[config.mk]
export PLATFORM = sky130hd
export DESIGN_NAME = sensor_frame_seq
export DESIGN_NICKNAME = d
export VERILOG_FILES = /design/src/rtl/sensor_pkg.sv /design/src/rtl/eoc_sync_edge.sv /design/src/rtl/sensor_frame_seq.sv
export SDC_FILE = /design/constraint.sdc
export NUM_CORES = 1
export LEC_CHECK = 0
export BUFFER_PORTS_ARGS = -buffer_cell sky130_fd_sc_hd__buf_4
export CORE_MARGIN = 10
export CORE_UTILIZATION = 41
export CTS_BUF_LIST = sky130_fd_sc_hd__clkbuf_4
export CTS_CLUSTER_SIZE = 12
export DETAILED_ROUTE_END_ITERATION = 8
export PLACE_DENSITY = 0.62
export SLEW_MARGIN = 20
export SYNTH_ARGS = -nofsm -noshare
export SYNTH_HDL_FRONTEND = slang
export SYNTH_SLANG_ARGS = --single-unit
[constraint.sdc]
create_clock -name FPGA_CLK -period 2.4 [get_ports FPGA_CLK]
set_input_delay 0.24 -clock FPGA_CLK [delete_from_list [all_inputs] [get_ports FPGA_CLK]]
set_output_delay 0.24 -clock FPGA_CLK [all_outputs]
set_load 0.005 [all_outputs]
[src/rtl/sensor_pkg.sv]
// Shared state type and default sizing for the line-sensor frame sequencer.
package sensor_pkg;

  typedef enum logic [1:0] {
    IDLE,
    INTEG,
    READOUT,
    DONE
  } state_e;

  localparam int unsigned DIV_DEF     = 8;
  localparam int unsigned DIV_W_DEF   = 16;
  localparam int unsigned PERIOD_DEF  = 40000;
  localparam int unsigned HIGH_DEF    = 6000;
  localparam int unsigned INT_W_DEF   = 21;
  localparam int unsigned PIX_DEF     = 1024;
  localparam int unsigned PIX_W_DEF   = 11;
  localparam int unsigned FRAME_CNT_W = 16;

endpackage

[src/rtl/eoc_sync_edge.sv]
// Two-flop synchroniser for an asynchronous strobe plus a registered rising-edge pulse.
// A 0->1 input change sampled at edge k gives sig_rise high from edge k+2 to k+3.
module eoc_sync_edge (
  input  logic FPGA_CLK,
  input  logic FPGA_RST,
  input  logic sig_in,
  output logic sig_rise
);

  logic sync1_q, sync2_q, hist_q, rise_q;

  always_ff @(posedge FPGA_CLK or negedge FPGA_RST) begin
    if (!FPGA_RST) begin
      sync1_q <= 1'b0;
      sync2_q <= 1'b0;
      hist_q  <= 1'b0;
      rise_q  <= 1'b0;
    end else begin
      sync1_q <= sig_in;
      sync2_q <= sync1_q;
      hist_q  <= sync2_q;
      rise_q  <= sync2_q & ~hist_q;
    end
  end

  assign sig_rise = rise_q;

endmodule

[src/rtl/sensor_frame_seq.sv]
// Frame sequencer: free-running sensor clock divider, ST integration pulse and EOC pixel counter.
// Define SENSOR_FRAME_SEQ_EOC_TIMEOUT_EN to add the READOUT timeout and sticky ERR flag.
module sensor_frame_seq
  import sensor_pkg::*;
#(
  parameter int unsigned DIV    = DIV_DEF,
  parameter int unsigned DIV_W  = DIV_W_DEF,
  parameter int unsigned PERIOD = PERIOD_DEF,
  parameter int unsigned HIGH   = HIGH_DEF,
  parameter int unsigned INT_W  = INT_W_DEF,
  parameter int unsigned PIX    = PIX_DEF,
  parameter int unsigned PIX_W  = PIX_W_DEF
`ifdef SENSOR_FRAME_SEQ_EOC_TIMEOUT_EN
  ,
  parameter int unsigned TIMEOUT = 65535
`endif
) (
  input  logic                   FPGA_CLK,
  input  logic                   FPGA_RST,
  input  logic                   START,
  input  logic                   CONT,
  input  logic                   EOC,
  output logic                   SENSOR_CLK,
  output logic                   ST,
  output logic                   BUSY,
  output logic                   FRAME_DONE,
  output logic [PIX_W-1:0]       EOC_COUNT,
  output logic [FRAME_CNT_W-1:0] FRAME_CNT,
  output logic                   ERR
);

  localparam logic [DIV_W-1:0] DIV_LAST = DIV_W'(DIV - 1);
  localparam logic [INT_W-1:0] INT_LAST = INT_W'(PERIOD - 1);
  localparam logic [INT_W-1:0] ST_ON    = INT_W'(PERIOD - HIGH);
  localparam logic [PIX_W-1:0] PIX_LAST = PIX_W'(PIX - 1);
  localparam logic [PIX_W-1:0] PIX_MAX  = PIX_W'(PIX);

  // Divider runs in every state; tick marks the SENSOR_CLK 0->1 cycle.
  logic [DIV_W-1:0] div_cnt_q;
  logic             sensor_clk_q;
  logic             div_wrap, tick;

  assign div_wrap = (div_cnt_q == DIV_LAST);
  assign tick     = div_wrap & ~sensor_clk_q;

  always_ff @(posedge FPGA_CLK or negedge FPGA_RST) begin
    if (!FPGA_RST) begin
      div_cnt_q    <= '0;
      sensor_clk_q <= 1'b0;
    end else if (div_wrap) begin
      div_cnt_q    <= '0;
      sensor_clk_q <= ~sensor_clk_q;
    end else begin
      div_cnt_q <= div_cnt_q + 1'b1;
    end
  end

  logic eoc_edge;

  eoc_sync_edge u_eoc_sync (
    .FPGA_CLK (FPGA_CLK),
    .FPGA_RST (FPGA_RST),
    .sig_in   (EOC),
    .sig_rise (eoc_edge)
  );

  state_e                 state_q;
  logic [INT_W-1:0]       int_cnt_q, int_cnt_inc;
  logic [PIX_W-1:0]       eoc_cnt_q;
  logic [FRAME_CNT_W-1:0] frame_cnt_q;
  logic                   st_q, busy_q, frame_done_q;
  logic                   start_go, last_pix;

  assign int_cnt_inc = int_cnt_q + 1'b1;
  assign last_pix    = eoc_edge && (eoc_cnt_q == PIX_LAST);

`ifdef SENSOR_FRAME_SEQ_EOC_TIMEOUT_EN
  localparam int unsigned TO_W = $clog2(TIMEOUT + 1);
  localparam logic [TO_W-1:0] TO_LAST = TO_W'(TIMEOUT - 1);

  logic [TO_W-1:0] to_cnt_q;
  logic            err_q;
  // After a timeout CONT alone may not restart; a fresh START clears this.
  logic            cont_blk_q;

  assign start_go = START | (CONT & ~cont_blk_q);
  assign ERR      = err_q;
`else
  assign start_go = START | CONT;
  assign ERR      = 1'b0;
`endif

  always_ff @(posedge FPGA_CLK or negedge FPGA_RST) begin
    if (!FPGA_RST) begin
      state_q      <= IDLE;
      int_cnt_q    <= '0;
      eoc_cnt_q    <= '0;
      frame_cnt_q  <= '0;
      st_q         <= 1'b0;
      busy_q       <= 1'b0;
      frame_done_q <= 1'b0;
`ifdef SENSOR_FRAME_SEQ_EOC_TIMEOUT_EN
      to_cnt_q     <= '0;
      err_q        <= 1'b0;
      cont_blk_q   <= 1'b0;
`endif
    end else begin
      frame_done_q <= 1'b0;
      case (state_q)
        IDLE: begin
`ifdef SENSOR_FRAME_SEQ_EOC_TIMEOUT_EN
          if (START) cont_blk_q <= 1'b0;
`endif
          if (start_go) begin
            state_q   <= INTEG;
            busy_q    <= 1'b1;
            int_cnt_q <= '0;
            eoc_cnt_q <= '0;
          end
        end
        INTEG: begin
          if (tick) begin
            if (int_cnt_q == INT_LAST) begin
              state_q   <= READOUT;
              int_cnt_q <= '0;
              st_q      <= 1'b0;
`ifdef SENSOR_FRAME_SEQ_EOC_TIMEOUT_EN
              to_cnt_q  <= '0;
`endif
            end else begin
              int_cnt_q <= int_cnt_inc;
              st_q      <= (int_cnt_inc >= ST_ON);
            end
          end
        end
        READOUT: begin
          if (last_pix) begin
            state_q      <= DONE;
            eoc_cnt_q    <= PIX_MAX;
            frame_done_q <= 1'b1;
            frame_cnt_q  <= frame_cnt_q + 1'b1;
          end else begin
            if (eoc_edge) eoc_cnt_q <= eoc_cnt_q + 1'b1;
`ifdef SENSOR_FRAME_SEQ_EOC_TIMEOUT_EN
            if (tick) begin
              if (to_cnt_q == TO_LAST) begin
                state_q    <= IDLE;
                busy_q     <= 1'b0;
                err_q      <= 1'b1;
                cont_blk_q <= 1'b1;
              end else begin
                to_cnt_q <= to_cnt_q + 1'b1;
              end
            end
`endif
          end
        end
        DONE: begin
          if (CONT) begin
            state_q   <= INTEG;
            int_cnt_q <= '0;
            eoc_cnt_q <= '0;
          end else begin
            state_q <= IDLE;
            busy_q  <= 1'b0;
          end
        end
        default: begin
          state_q <= IDLE;
          busy_q  <= 1'b0;
        end
      endcase
    end
  end

  assign SENSOR_CLK = sensor_clk_q;
  assign ST         = st_q;
  assign BUSY       = busy_q;
  assign FRAME_DONE = frame_done_q;
  assign EOC_COUNT  = eoc_cnt_q;
  assign FRAME_CNT  = frame_cnt_q;

endmodule

After elaboration in Yosys (flattened, before gate mapping)
Cells that the tools add are included.
Operators by class
  add/subtract/negate cells: 4
  order comparisons: 1
  eq/ne operators: 13
  multiplexer cells: 23
  bitwise gates (word level): 5
  reduce and logical (&&, ||, !) cells: 11
Operator list (number)
  2-to-1 mux 21 bit: 4
  one-hot mux 21 bit (3 select lines): 1
  2-to-1 mux 11 bit: 4
  one-hot mux 11 bit (3 select lines): 1
  adder 16 x 1 -> 16 bit, second input constant: 2
  adder 21 x 1 -> 21 bit, second input constant: 1
  equality test 21 x 16 -> 1 bit, second input constant: 1
  >= comparator 21 x 16 -> 1 bit, second input constant: 1
  equality test 16 x 3 -> 1 bit, second input constant: 1
  2-to-1 mux 16 bit: 1
  != test 2 bit, second input constant: 6
  AND reduction 4 bit: 3
  adder 11 x 1 -> 11 bit, second input constant: 1
  equality test 11 x 10 -> 1 bit, second input constant: 1
  2-to-1 mux 2 bit: 4
  one-hot mux 2 bit (4 select lines): 1
  2-to-1 mux 1 bit: 6
  nonzero test 3 bit: 2
  equality test 2 bit, second input constant: 2
  AND reduction 2 bit: 2
  != test 3 x 2 -> 1 bit, second input constant: 1
  AND reduction 3 bit: 1
  bitwise AND 1 bit: 2
  equality test 2 x 1 -> 1 bit, second input constant: 1
  other kinds (6): 7
Storage, ports and cells
  bits in registers: 74
  bits of input ports: 5
  output and inout bits: 32

Depth between registers and ports, before layout
Gate-level depths: netlist of the first run.
  depth in word-level cells: 4
  mapped depth: 10
  depth with buffers taken out: 8

By module
From an unflattened synthesis of the first run, not the netlist that was laid out.
Unflattened totals
  cell total of the unflattened synthesis: 459
  area total of the unflattened synthesis: 4297.9 um^2
By module, submodules not included
  sensor_frame_seq: instances 1, cells each 454, area each 4184.0 um^2
  eoc_sync_edge: instances 1, cells each 5, area each 113.9 um^2

Worst setup path before layout of the first run
Ideal clock, no wire load.
  path type: reg2reg
  start: register int_cnt_q[0]
  end: register state_q[0]
  arrival: 2.312 ns
  required time: 2.267 ns
  slack: -0.044 ns
  cell stages (with the launch flop): 10
  path buffers: 2
  cells stage by stage: dfrtp_1 ha_1 clkbuf_1 nand2_1 or3_4 o41ai_4 buf_6 nand4_4 a2111oi_2 a21oi_1
On the way
  longest elaborated chain between the ends: 3
RTL lines
  start, declared: line sensor_frame_seq.sv:68  | logic [INT_W-1:0] int_cnt_q, int_cnt_inc;
  start signal, assigned: line sensor_frame_seq.sv:131  | int_cnt_q <= int_cnt_inc;
  equality test 21 x 16 -> 1 bit: line sensor_frame_seq.sv:123  | if (int_cnt_q == INT_LAST) begin
  != test 2 bit (no line)
  AND reduction 4 bit (no line)
  end signal, assigned: line sensor_frame_seq.sv:115  | state_q <= INTEG;
  end signal, assigned: line sensor_frame_seq.sv:124  | state_q <= READOUT;
  end signal, assigned: line sensor_frame_seq.sv:138  | state_q <= DONE;
  end, declared: line sensor_frame_seq.sv:67  | state_e state_q;
No other way between the ends.
A chain may end at the register's enable or synchronous reset.

Worst setup path in the final report of the first run
  start: register div_cnt_q[0]
  end: register int_cnt_q[8]
On the way
  longest elaborated chain between the ends: 4
RTL lines
  start, declared: line sensor_frame_seq.sv:39  | logic [DIV_W-1:0] div_cnt_q;
  start signal, assigned: line sensor_frame_seq.sv:54  | div_cnt_q <= div_cnt_q + 1'b1;
  equality test 16 x 3 -> 1 bit: line sensor_frame_seq.sv:43  | assign div_wrap = (div_cnt_q == DIV_LAST);
  bitwise AND 1 bit: line sensor_frame_seq.sv:44  | assign tick = div_wrap & ~sensor_clk_q;
  != test 2 bit (no line)
  AND reduction 4 bit (no line)
No other way between the ends.

==> results of run 1 <==
through the flow:
step                      util, %  setup TNS (ns)  area [µm²]
after global placement       47.8               0        4670
final                        50.6               0        4940
after CTS                    49.5               0        4840
after floorplan                 -               0        4130
after detailed placement     47.8        -0.00886        4670
after global routing         50.6         -0.0806        4940
synth_stat cells, types with 3 or more instances:
cell / number / area (µm²)
nor3_1: 8 / 40.0
o41ai_1: 3 / 26.3
buf_2: 5 / 25.0
xnor2_1: 29 / 254
nor4_1: 4 / 25.0
or2_2: 4 / 25.0
o21ai_0: 45 / 225
nor2b_1: 6 / 37.5
nand4_1: 11 / 68.8
a31oi_1: 8 / 50.1
inv_1: 14 / 52.6
xor2_1: 7 / 61.3
o31ai_1: 17 / 128
nand3_1: 23 / 115
a21oi_1: 10 / 50.1
nand2b_1: 3 / 18.8
dfrtp_1: 74 / 1850
nor2_1: 28 / 105
clkbuf_1: 11 / 41.3
a311oi_1: 3 / 26.3
and2_1: 9 / 56.3
nand2_1: 34 / 128
and3_1: 16 / 100
ha_1: 12 / 150
where the power goes:
group | leakage [nW] | internal, mW | total [mW] | switching (mW)
clock network | 0.0721 | 0.326 | 0.806 | 0.480
logic | 1.20 | 0.0100 | 0.0408 | 0.0308
registers | 0.968 | 1.25 | 1.25 | 0.000974
layer usage:
layer  global-route usage, %  part of all wire [%]  wire, µm
met1                    17.3                    47      4420
met2                    21.5                    47      4400
met3                    3.86                   4.6       433
met5                       0                     0         0
met4                    3.54                  0.88        82
state kept, by name, indices dropped and copies added (netlist names):
name                 count
FRAME_CNT               16
int_cnt_q               21
ST                       1
div_cnt_q               16
EOC_COUNT               11
u_eoc_sync.hist_q        1
u_eoc_sync.sig_rise      1
SENSOR_CLK               1
FRAME_DONE               1
u_eoc_sync.sync2_q       1
BUSY                     1
state_q                  2
u_eoc_sync.sync1_q       1
placed cells by master (no fill, tap or decap), types with 10 or more instances in the layout:
master / count
a21oi_1: 10
dfrtp_1: 73
nor2_1: 28
ha_1: 12
nand4_1: 11
inv_1: 14
o21ai_0: 45
o31ai_1: 16
nand3_1: 22
and3_1: 16
xnor2_1: 29
nand2_1: 32
buf_4: 72
cells by family after synthesis:
family / after synthesis
compound gates: 102
fa+ha+maj: 12
other cells: 1
buf+inv: 38
flops: 74
xor+xnor: 36
mux: 4
simple gates: 166
timing repair:
| item | in CTS | in global routing |
|---|---|---|
| buffers inserted | 0 | 8 |
| hold buffers | 2 | 0 |
| gates cloned | 0 | 0 |
| endpoints found under the hold margin | 38 | 0 |
| setup endpoints to repair | 4 | 20 |
| pin swaps | 1 | 5 |
| gates resized for setup | 0 | 9 |
worst reg2reg max path, stage by stage (launching register included):
cell,delay [ns]
dfrtp_1,0.41
ha_1,0.18
and4bb_2,0.23
nand4_1,0.15
or2_2,0.34
nand2_2,0.10
nand2_1,0.06
or2_2,0.30
buf_12,0.16
o31ai_2,0.24
path summary, 6_finish.rpt:
| kind | from | endpoint | cells after the start |
|---|---|---|---|
| worst max-delay path | div_cnt_q[0]$_DFF_PN0_ | int_cnt_q[8]$_DFFE_PN0P_ | 9 |
| worst min-delay path | START | BUSY$_DFFE_PN0P_ | 3 |
| worst max register to register | div_cnt_q[0]$_DFF_PN0_ | int_cnt_q[8]$_DFFE_PN0P_ | 9 |
| worst min register to register | u_eoc_sync.sync1_q$_DFF_PN0_ | u_eoc_sync.sync2_q$_DFF_PN0_ | 0 |
| max in group asynchronous | FPGA_RST | int_cnt_q[2]$_DFFE_PN0P_ | 3 |
| min in group asynchronous | FPGA_RST | div_cnt_q[15]$_DFF_PN0_ | 2 |
area by class of cell:
cell class	count	share of cell area, %
sequential	74	37.5
inverter	14	1.06
clock inverter	7	1.57
clock buffer	9	1.37
multi-input combinational	321	43.4
tap	133	3.37
timing repair buffer	75	11.7
==> results.sh, run 1 <==
export IMPL_status="completed"
export IMPL_stdcell_count=633
export IMPL_drt_iter0_markers=203
export IMPL_fin_skew_ns=0.0168
export IMPL_ys_ff_latch=74
export IMPL_critPathBufInv=1
export IMPL_power_density_nw_per_um2=424
export IMPL_die_y_um=120
export IMPL_hold_viol_final=0
export IMPL_netlist_area_um2=4130
export IMPL_setup_viol=0
export IMPL_crit_path_end_kind="register"
export IMPL_path_common_cell="or2_2"
export IMPL_grt_pass1_wl_mm=16.4
export IMPL_clk_pin_slew_worst_paths_ns=0.13
export IMPL_drt_total_wl_mm=9.33
export IMPL_seq_area_frac_synth_pct=44.9
export IMPL_avgSynthCellArea_um2=9.53
export IMPL_first_pass_iters=5
export IMPL_dp_hpwl_mm=6.67
export IMPL_worstSetupPathType="register to register"
export IMPL_nFillCells=918
export IMPL_slew_violations=0
export IMPL_arrival_ns=2.59
export IMPL_htree_levels=3
export IMPL_crit_slowest_cell="dfrtp_1"
export IMPL_n_antenna_cell=0
export IMPL_start_util_pct=42.2
export IMPL_slew_headroom_pct=66.6
export IMPL_max_stage_delay_ns=0.41
export IMPL_muxShareOfSynthArea_pct=1.03
export IMPL_grt_pass1_vias=3362
export IMPL_cts_root_buf="clkbuf_4"
export IMPL_cts_buffers_inserted=9
export IMPL_grt_max_degree=40
export IMPL_io_pins=37
export IMPL_numPlacedInstances=607
export IMPL_synth_warnings=0
export IMPL_final_net_count=512
export IMPL_ys_types=61
export IMPL_die_area_um2=14500
export IMPL_worstPathCellList="ha_1, and4bb_2, nand4_1, or2_2, nand2_2, nand2_1, or2_2, buf_12, o31ai_2"
export IMPL_clk_insertion_delay_late_ns=0.43
export IMPL_hold_class="input port to register"
export IMPL_synth_edf_count=0
export IMPL_worstPathMaxFanout=20
export IMPL_holdWs_ns=0.170
export IMPL_vias_per_cell=5.34
export IMPL_yosys_most_used_dff="dfrtp_1"
export IMPL_p_total_mw=2.10
export IMPL_layout_setup_ws_ns=0.140
export IMPL_required_ns=2.73
export IMPL_syn2layout_area_growth_pct=19.7
export IMPL_core_rowCount=36
export IMPL_grt_usage_pct=13.4
export IMPL_synth_nets=450
export IMPL_r2r_slack_ns=0.14
export IMPL_worst_slew_pin_slew_ns=0.501
export IMPL_multiInputGateArea_um2=2140
export IMPL_layout_drive_gt1_share_pct=22.6
export IMPL_core_um2=9770
export IMPL_finalCritPeriodShare_pct=94.2
export IMPL_grt_overflow=0
export IMPL_synthCells=433
export IMPL_cts_tree="yes"
export IMPL_vias=3383
export IMPL_cts_buffer_depth=2
export IMPL_cts_sinks=74
export IMPL_synth_xor_area_share_pct=7.64
export IMPL_synth_compound_area_share_pct=16.1
export IMPL_pre_cts_ws_ns=-0.00617
export IMPL_gp_congestion=0.843
export IMPL_portBuffers=35
export IMPL_cp_top_family="simple AND/OR/NAND/NOR gates"
export IMPL_max_clock_freq_ghz=0.442
export IMPL_drcViolationCount=0
export IMPL_synth_async_sr_flop_share_pct=100
export IMPL_p_leak_nw=2.24
export IMPL_antenna_found_initial=0
export IMPL_peakVddDrop_mv=0.281
export IMPL_postRouteAntennaNets=0
export IMPL_wl_per_cell_um=14.7
export IMPL_regArea_um2=1850
export IMPL_die_width_um=120
export IMPL_synth_top_family_by_area="simple AND/OR/NAND/NOR gates"
export IMPL_synth_adder_area_share_pct=3.64
export IMPL_cp_start_kind="register"
export IMPL_maxCapViolCount=0
export IMPL_fin_crit_ns=2.26
export IMPL_yosys_area_share_simple_pct=22.4
No activity file was read; power rests on OpenSTA's default activity.
==> run 2: changes to the inputs <==
- SETUP_SLACK_MARGIN: not set -> 0.1
- SKIP_LAST_GASP: not set -> 1
- SYNTH_HIERARCHICAL: not set -> 1
==> run 2 against run 1 <==
  * Clock skew up 0.0056 ns
  * Core utilization is 1.1 points lower
  * Non-clock buffer count decreased by 7
  * Critical path type unchanged
  * Global-route usage is 0.71 points higher
  * Critical path depth decreased by 1
  * Sequential power hardly changed
  * Wire length grew 8.5%
  * Sequential cell count did not move
  * Die area rose by 3.4%
==> results.sh, run 2 <==
export IMPL_utilization_pct=49.5
export IMPL_final_setup_tns_ns=0
export IMPL_peakVddDrop_mv=0.224
export IMPL_synth_top_area_cell="dfrtp_1"
export IMPL_drcViolationCount=0
export IMPL_clk_insertion_delay_late_ns=0.43
export IMPL_grt_max_degree=75
export IMPL_setup_viol=0
export IMPL_fin_crit_ns=2.23
export IMPL_cts_buffers_inserted=9
export IMPL_fin_skew_ns=0.0224
export IMPL_portBuffers=35
export IMPL_crit_path_end_kind="register"
export IMPL_synthCells=459
export IMPL_arrival_ns=2.54
export IMPL_start_util_pct=41.8
export IMPL_worstPathMaxFanout=5
export IMPL_synth_edf_count=0
export IMPL_synth_nets=476
export IMPL_worstReg2RegStart="int_cnt_q[1]$_DFFE_PN0P_"
export IMPL_drt_iter0_markers=232
export IMPL_grt_pass1_vias=3500
export IMPL_worstHoldStart="CONT"
export IMPL_core_rowCount=37
export IMPL_clkPwrFrac_pct=40.7
export IMPL_placed_area_um2=4820
export IMPL_power_density_nw_per_um2=442
export IMPL_grt_pass1_wl_mm=17.3
export IMPL_nFillCells=968
export IMPL_seq_area_frac_synth_pct=43.1
export IMPL_die_width_um=122
export IMPL_max_clock_freq_ghz=0.449
export IMPL_synth_async_sr_flop_share_pct=100
export IMPL_cts_sinks=74
export IMPL_p_seq_share_pct=56.6
export IMPL_postRouteAntennaNets=0
export IMPL_gp_congestion=0.912
export IMPL_first_pass_iters=5
export IMPL_antenna_found_initial=1
export IMPL_grt_overflow=0
export IMPL_cp_start_kind="register"
export IMPL_final_cell_area_um2=5080
export IMPL_final_common_cell="dfrtp_1"
export IMPL_status="completed"
export IMPL_p_total_mw=2.24
export IMPL_layout_common_cells="dfrtp_1 (73), buf_4 (66), nand2_1 (57)"
export IMPL_synth_warnings=6
export IMPL_largest_reg_flops=21
export IMPL_p_switching_mw=0.534
export IMPL_p_int_mw=1.71
export IMPL_drt_total_wl_mm=10.1
export IMPL_grt_usage_pct=14.1
export IMPL_sw_frac_of_total_pct=23.8
export IMPL_netlist_area_leader_share_pct=43.1
export IMPL_r2r_slack_ns=0.17
export IMPL_rsz0062_at_grt="true"
export IMPL_stdcell_count=661
export IMPL_dp_hpwl_mm=7.28
export IMPL_hold_viol_final=0
export IMPL_pwr_share_comb_pct=2.7
export IMPL_largest_register="int_cnt_q"
export IMPL_holdWs_ns=0.151
export IMPL_core_um2=10300
export IMPL_finalCritPeriodShare_pct=92.7
export IMPL_ys_ff_latch=74
export IMPL_cts_root_buf="clkbuf_4"
export IMPL_hold_class="input port to register"
export IMPL_vias_per_cell=5.45
export IMPL_io_pins=37
export IMPL_avgSynthCellArea_um2=9.36
export IMPL_vias=3602
export IMPL_worstSetupPathType="register to register"
export IMPL_netlist_area_um2=4300
export IMPL_layout_setup_ws_ns=0.174
export IMPL_numPlacedInstances=637
export IMPL_synth_most_common_cell="dfrtp_1"
export IMPL_pre_cts_ws_ns=0.162
export IMPL_cp_startpoint="int_cnt_q[1]$_DFFE_PN0P_"
export IMPL_required_ns=2.71
export IMPL_slew_violations=0
export IMPL_die_y_um=122
export IMPL_p_leak_nw=2.26
export IMPL_ys_types=69
export IMPL_yosys_most_used_dff="dfrtp_1"
export IMPL_syn2layout_area_growth_pct=18.3
export IMPL_die_area_um2=15000
export IMPL_htree_levels=3
export IMPL_maxCapViolCount=0
export IMPL_wl_per_cell_um=15.3
export IMPL_worst_slew_pin_slew_ns=0.928
export IMPL_cts_buffer_depth=2
export IMPL_slew_headroom_pct=38.1
export IMPL_final_net_count=535
export IMPL_clk_pin_slew_worst_paths_ns=0.13
export IMPL_cts_tree="yes"
export IMPL_ys_top_cells_by_area="dfrtp_1 (43%), o21ai_0 (5.5%), nand2_1 (5.1%)"
export IMPL_synthTopCellsByCount="dfrtp_1 (74), nand2_1 (58), o21ai_0 (47), nor2_1 (24), xnor2_1 (22)"
export IMPL_layout_drive_gt1_share_pct=22.2
[run 2: cell count changes after synthesis, sizes merged, moves of 5 or more]
| cell | previous run | this run |
|---|---|---|
| nand4 | 12 | 17 |
| nor4 | 7 | 13 |
| clkbuf | 13 | 5 |
| xnor2 | 29 | 22 |
| nand2 | 34 | 59 |
| xor2 | 7 | 12 |
| nand2b | 3 | 12 |
[run 2: logic make-up after synthesis]
group	synth area share [%]
mux	0.757
flops	43.1
fa+ha+maj	3.49
simple gates	27.4
xor+xnor	6.93
buf+inv	3.49
compound gates	14.8
other cells	0.0873
[run 2: critical path, stage by stage, from the launching register on]
cell      delay (ns)
dfrtp_2         0.42
ha_2            0.22
nand4_4         0.19
or3_4           0.46
mux2i_1         0.18
o22ai_1         0.11
a311oi_1        0.23
o32a_1          0.25
o22ai_2         0.07
[run 2: power by group through the flow]
| stage | Sequential (mW) | Combinational (mW) | Clock (mW) |
|---|---|---|---|
| 2_1_floorplan | 1.29 | 0.0140 | 0 |
| 4_1_cts | 1.27 | 0.0632 | 0.946 |
| 6_report | 1.27 | 0.0600 | 0.914 |
| 5_1_grt | 1.27 | 0.0699 | 1.00 |
| 3_3_place_gp | 1.29 | 0.0592 | 0 |
| 3_5_place_dp | 1.29 | 0.0604 | 0 |
[run 2: area by class of cell]
| cell class | instances | area (µm²) | share of cell area (%) |
|---|---|---|---|
| Sequential cell | 74 | 1850 | 36.5 |
| Timing Repair Buffer | 68 | 515 | 10.1 |
| Inverter | 11 | 41.3 | 0.812 |
| Clock inverter | 7 | 98.8 | 1.94 |
| Clock buffer | 9 | 67.6 | 1.33 |
| Multi-Input combinational cell | 354 | 2330 | 45.9 |
| Tap cell | 136 | 170 | 3.35 |
| Antenna cell | 2 | 5.00 | 0.0985 |
[run 2: final timing paths]
path,to,cells after the start
setup / recovery,ST$_DFFE_PN0P_,8
hold / removal,state_q[0]$_DFFE_PN0P_,3
max in group asynchronous,int_cnt_q[1]$_DFFE_PN0P_,2
min in group asynchronous,FRAME_CNT[8]$_DFFE_PN0P_,2
setup reg to reg,ST$_DFFE_PN0P_,8
hold reg to reg,u_eoc_sync/sync2_q$_DFF_PN0_,0
[run 2: metal layers]
layer / vias to the layer above / global-route usage [%] / share of wire (%)
met2: 63 / 22.2 / 46
met3: 12 / 4.22 / 4.5
met1: 1753 / 18.3 / 48
met4: 0 / 4.42 / 1.6
li1: 1774 / - / -
met5: - / 0 / 0
[run 2: repair_timing]
action                                  in CTS  in global routing
endpoints found under the setup margin       0                 24
buffers inserted                             0                  4
gates resized for setup                      0                 11
hold endpoints to repair                    75                  0
hold buffers                                 2                  0
==> run 3: changes to the inputs <==
- BUFFER_PORTS_ARGS: -buffer_cell sky130_fd_sc_hd__buf_4 -> -buffer_cell sky130_fd_sc_hd__buf_2
- GPL_TIMING_DRIVEN: not set -> 0
==> run 3 against run 2 <==
  * Critical path depth is 1 higher
  * Setup slack better by 0.014 ns
  * Fmax rose by 0.64%
  * Clock power grew 11%
  * Combinational power is essentially flat
  * Total power grew 4.1%
  * Sequential cell count unchanged
  * Count of clock-buffer cells in the layout grew 1
  * First-iteration DRC count increased by 25%
  * Hold slack better by 0.011 ns
  * Largest power group unchanged
==> results.sh, run 3 (synthesized netlist as in run 2, its figures left out) <==
export IMPL_status="completed"
export IMPL_arrival_ns=2.52
export IMPL_finalCritPeriodShare_pct=92.1
export IMPL_rsz0062_at_grt="false"
export IMPL_worst_slew_pin_slew_ns=0.528
export IMPL_cp_start_kind="register"
export IMPL_grt_max_degree=42
export IMPL_p_total_mw=2.34
export IMPL_numPlacedInstances=631
export IMPL_final_cell_area_um2=5180
export IMPL_drt_iter0_markers=290
export IMPL_p_leak_nw=2.28
export IMPL_multiInputGateArea_um2=2470
export IMPL_dp_hpwl_mm=7.12
export IMPL_grt_overflow=0
export IMPL_htree_levels=3
export IMPL_syn2layout_area_growth_pct=20.6
export IMPL_drcViolationCount=0
export IMPL_fin_skew_ns=0.0209
export IMPL_grt_use_met3_pct=3.26
export IMPL_top_usage_layer="met2"
export IMPL_largest_reg_flops=21
export IMPL_io_pins=37
export IMPL_die_area_um2=15000
export IMPL_hold_class="input port to register"
export IMPL_cts_buffer_depth=2
export IMPL_utilization_pct=50.4
export IMPL_vias_per_cell=5.44
export IMPL_slew_violations=0
export IMPL_regArea_um2=1860
export IMPL_met1_usage_pct=17.8
export IMPL_layout_common_cells="dfrtp_1 (71), nand2_1 (55), o21ai_0 (47)"
export IMPL_antenna_found_initial=0
export IMPL_met2_usage_pct=21.2
export IMPL_stdcell_count=663
export IMPL_largest_register="int_cnt_q"
export IMPL_first_pass_iters=4
export IMPL_nFillCells=963
export IMPL_maxCapViolCount=0
export IMPL_cts_sinks=74
export IMPL_power_density_nw_per_um2=451
export IMPL_layout_drive_gt1_share_pct=26.2
export IMPL_cts_buffers_inserted=9
export IMPL_slew_headroom_pct=64.5
export IMPL_portBuffers=35
export IMPL_crit_slowest_cell="dfrtp_2"
export IMPL_max_stage_delay_ns=0.44
export IMPL_postRouteAntennaNets=0
export IMPL_final_setup_tns_ns=0
export IMPL_peakVddDrop_mv=0.338
export IMPL_grt_pass1_vias=3373
export IMPL_n_antenna_cell=0
export IMPL_worstSetupPathType="register to register"
export IMPL_hold_viol_final=0
export IMPL_required_ns=2.71
export IMPL_critPathBufInv=1
export IMPL_core_um2=10300
export IMPL_start_util_pct=41.8
export IMPL_crit_path_end_kind="register"
export IMPL_core_rowCount=37
export IMPL_cp_top_family="simple AND/OR/NAND/NOR gates"
export IMPL_worstPathCellList="ha_4, nand4_4, or3_4, buf_4, nor3_1, o21ai_0, o311ai_0, o32a_1, o22ai_2"
export IMPL_final_net_count=539
export IMPL_placed_area_um2=4670
export IMPL_worstPathMaxFanout=7
export IMPL_die_width_um=122
export IMPL_grt_usage_pct=13.5
export IMPL_grt_pass1_wl_mm=16.6
export IMPL_setup_viol=0
export IMPL_gp_congestion=0.903
export IMPL_cts_tree="yes"
export IMPL_final_common_cell="dfrtp_1"
export IMPL_vias=3607
export IMPL_cts_root_buf="clkbuf_4"
export IMPL_die_y_um=122
export IMPL_wl_per_cell_um=15.3
export IMPL_clk_pin_slew_worst_paths_ns=0.12
export IMPL_drt_total_wl_mm=10.1
export IMPL_clk_insertion_delay_late_ns=0.43
export IMPL_fin_crit_ns=2.21
export IMPL_max_clock_freq_ghz=0.452
run 3: cell types whose count changed in the layout (fill, tap and decap cells not counted), moves of 3 or more:
cell / before / now
buf_4: 66 / 23
buf_2: 0 / 40
nor2_1: 24 / 20
ha_4: 0 / 3
nor2_2: 1 / 4
run 3: timing repair:
action	4_1_cts	5_1_grt
gates resized for setup	16	35
pin swaps	3	12
hold buffers	2	0
buffers inserted	2	13
setup endpoints to repair	37	35
cloned	0	0
endpoints found under the hold margin	34	0
run 3: routing by layer:
metal / wire [µm] / vias to the layer above
met5: 0 / -
met4: 104 / 0
met3: 464 / 7
met2: 4830 / 61
met1: 4750 / 1750
li1: - / 1789
run 3: power by group:
part           internal, mW  leakage (nW)  total (mW)  switching [mW]
registers              1.26         0.978        1.27          0.0125
clock network         0.543         0.101        1.01           0.463
logic                0.0223          1.20      0.0602          0.0380
run 3: worst paths after layout:
| path | from | end | slack (ns) | cells past startpoint |
|---|---|---|---|---|
| worst min-delay path | START | BUSY$_DFFE_PN0P_ | 0.16 | 3 |
| min in group asynchronous | FPGA_RST | FRAME_CNT[2]$_DFFE_PN0P_ | 0.30 | 2 |
| worst max register to register | int_cnt_q[0]$_DFFE_PN0P_ | ST$_DFFE_PN0P_ | 0.19 | 9 |
| worst min register to register | u_eoc_sync/sync1_q$_DFF_PN0_ | u_eoc_sync/sync2_q$_DFF_PN0_ | 0.37 | 0 |
| max in group asynchronous | FPGA_RST | int_cnt_q[11]$_DFFE_PN0P_ | 1.52 | 3 |
| worst max-delay path | int_cnt_q[0]$_DFFE_PN0P_ | ST$_DFFE_PN0P_ | 0.19 | 9 |
run 3: cell type report:
class / instances / share of cell area [%]
Clock inverter: 6 / 2.17
Inverter: 11 / 0.797
Multi-Input combinational cell: 354 / 47.7
Sequential cell: 74 / 35.8
Clock buffer: 10 / 1.45
Timing Repair Buffer: 53 / 6.37
Tap cell: 136 / 3.28
Buffer: 19 / 2.44
run 3: through the flow:
step                      setup slack (ns)  hold slack [ns]
after global placement              -0.155            0.334
after floorplan                      0.248          -0.0556
after global routing                0.0726            0.178
after CTS                            0.116            0.117
after detailed placement            -0.197            0.225
final                                0.189            0.162
run 3: worst register-to-register path, delay by kind of cell, from the launching register on:
family,cells,cell delay (ns)
and+or+nand+nor,3,0.75
AOI/OAI and AO/OA,4,0.56
DFF,1,0.44
buffers and inverters,1,0.15
adders and majority gates,1,0.20
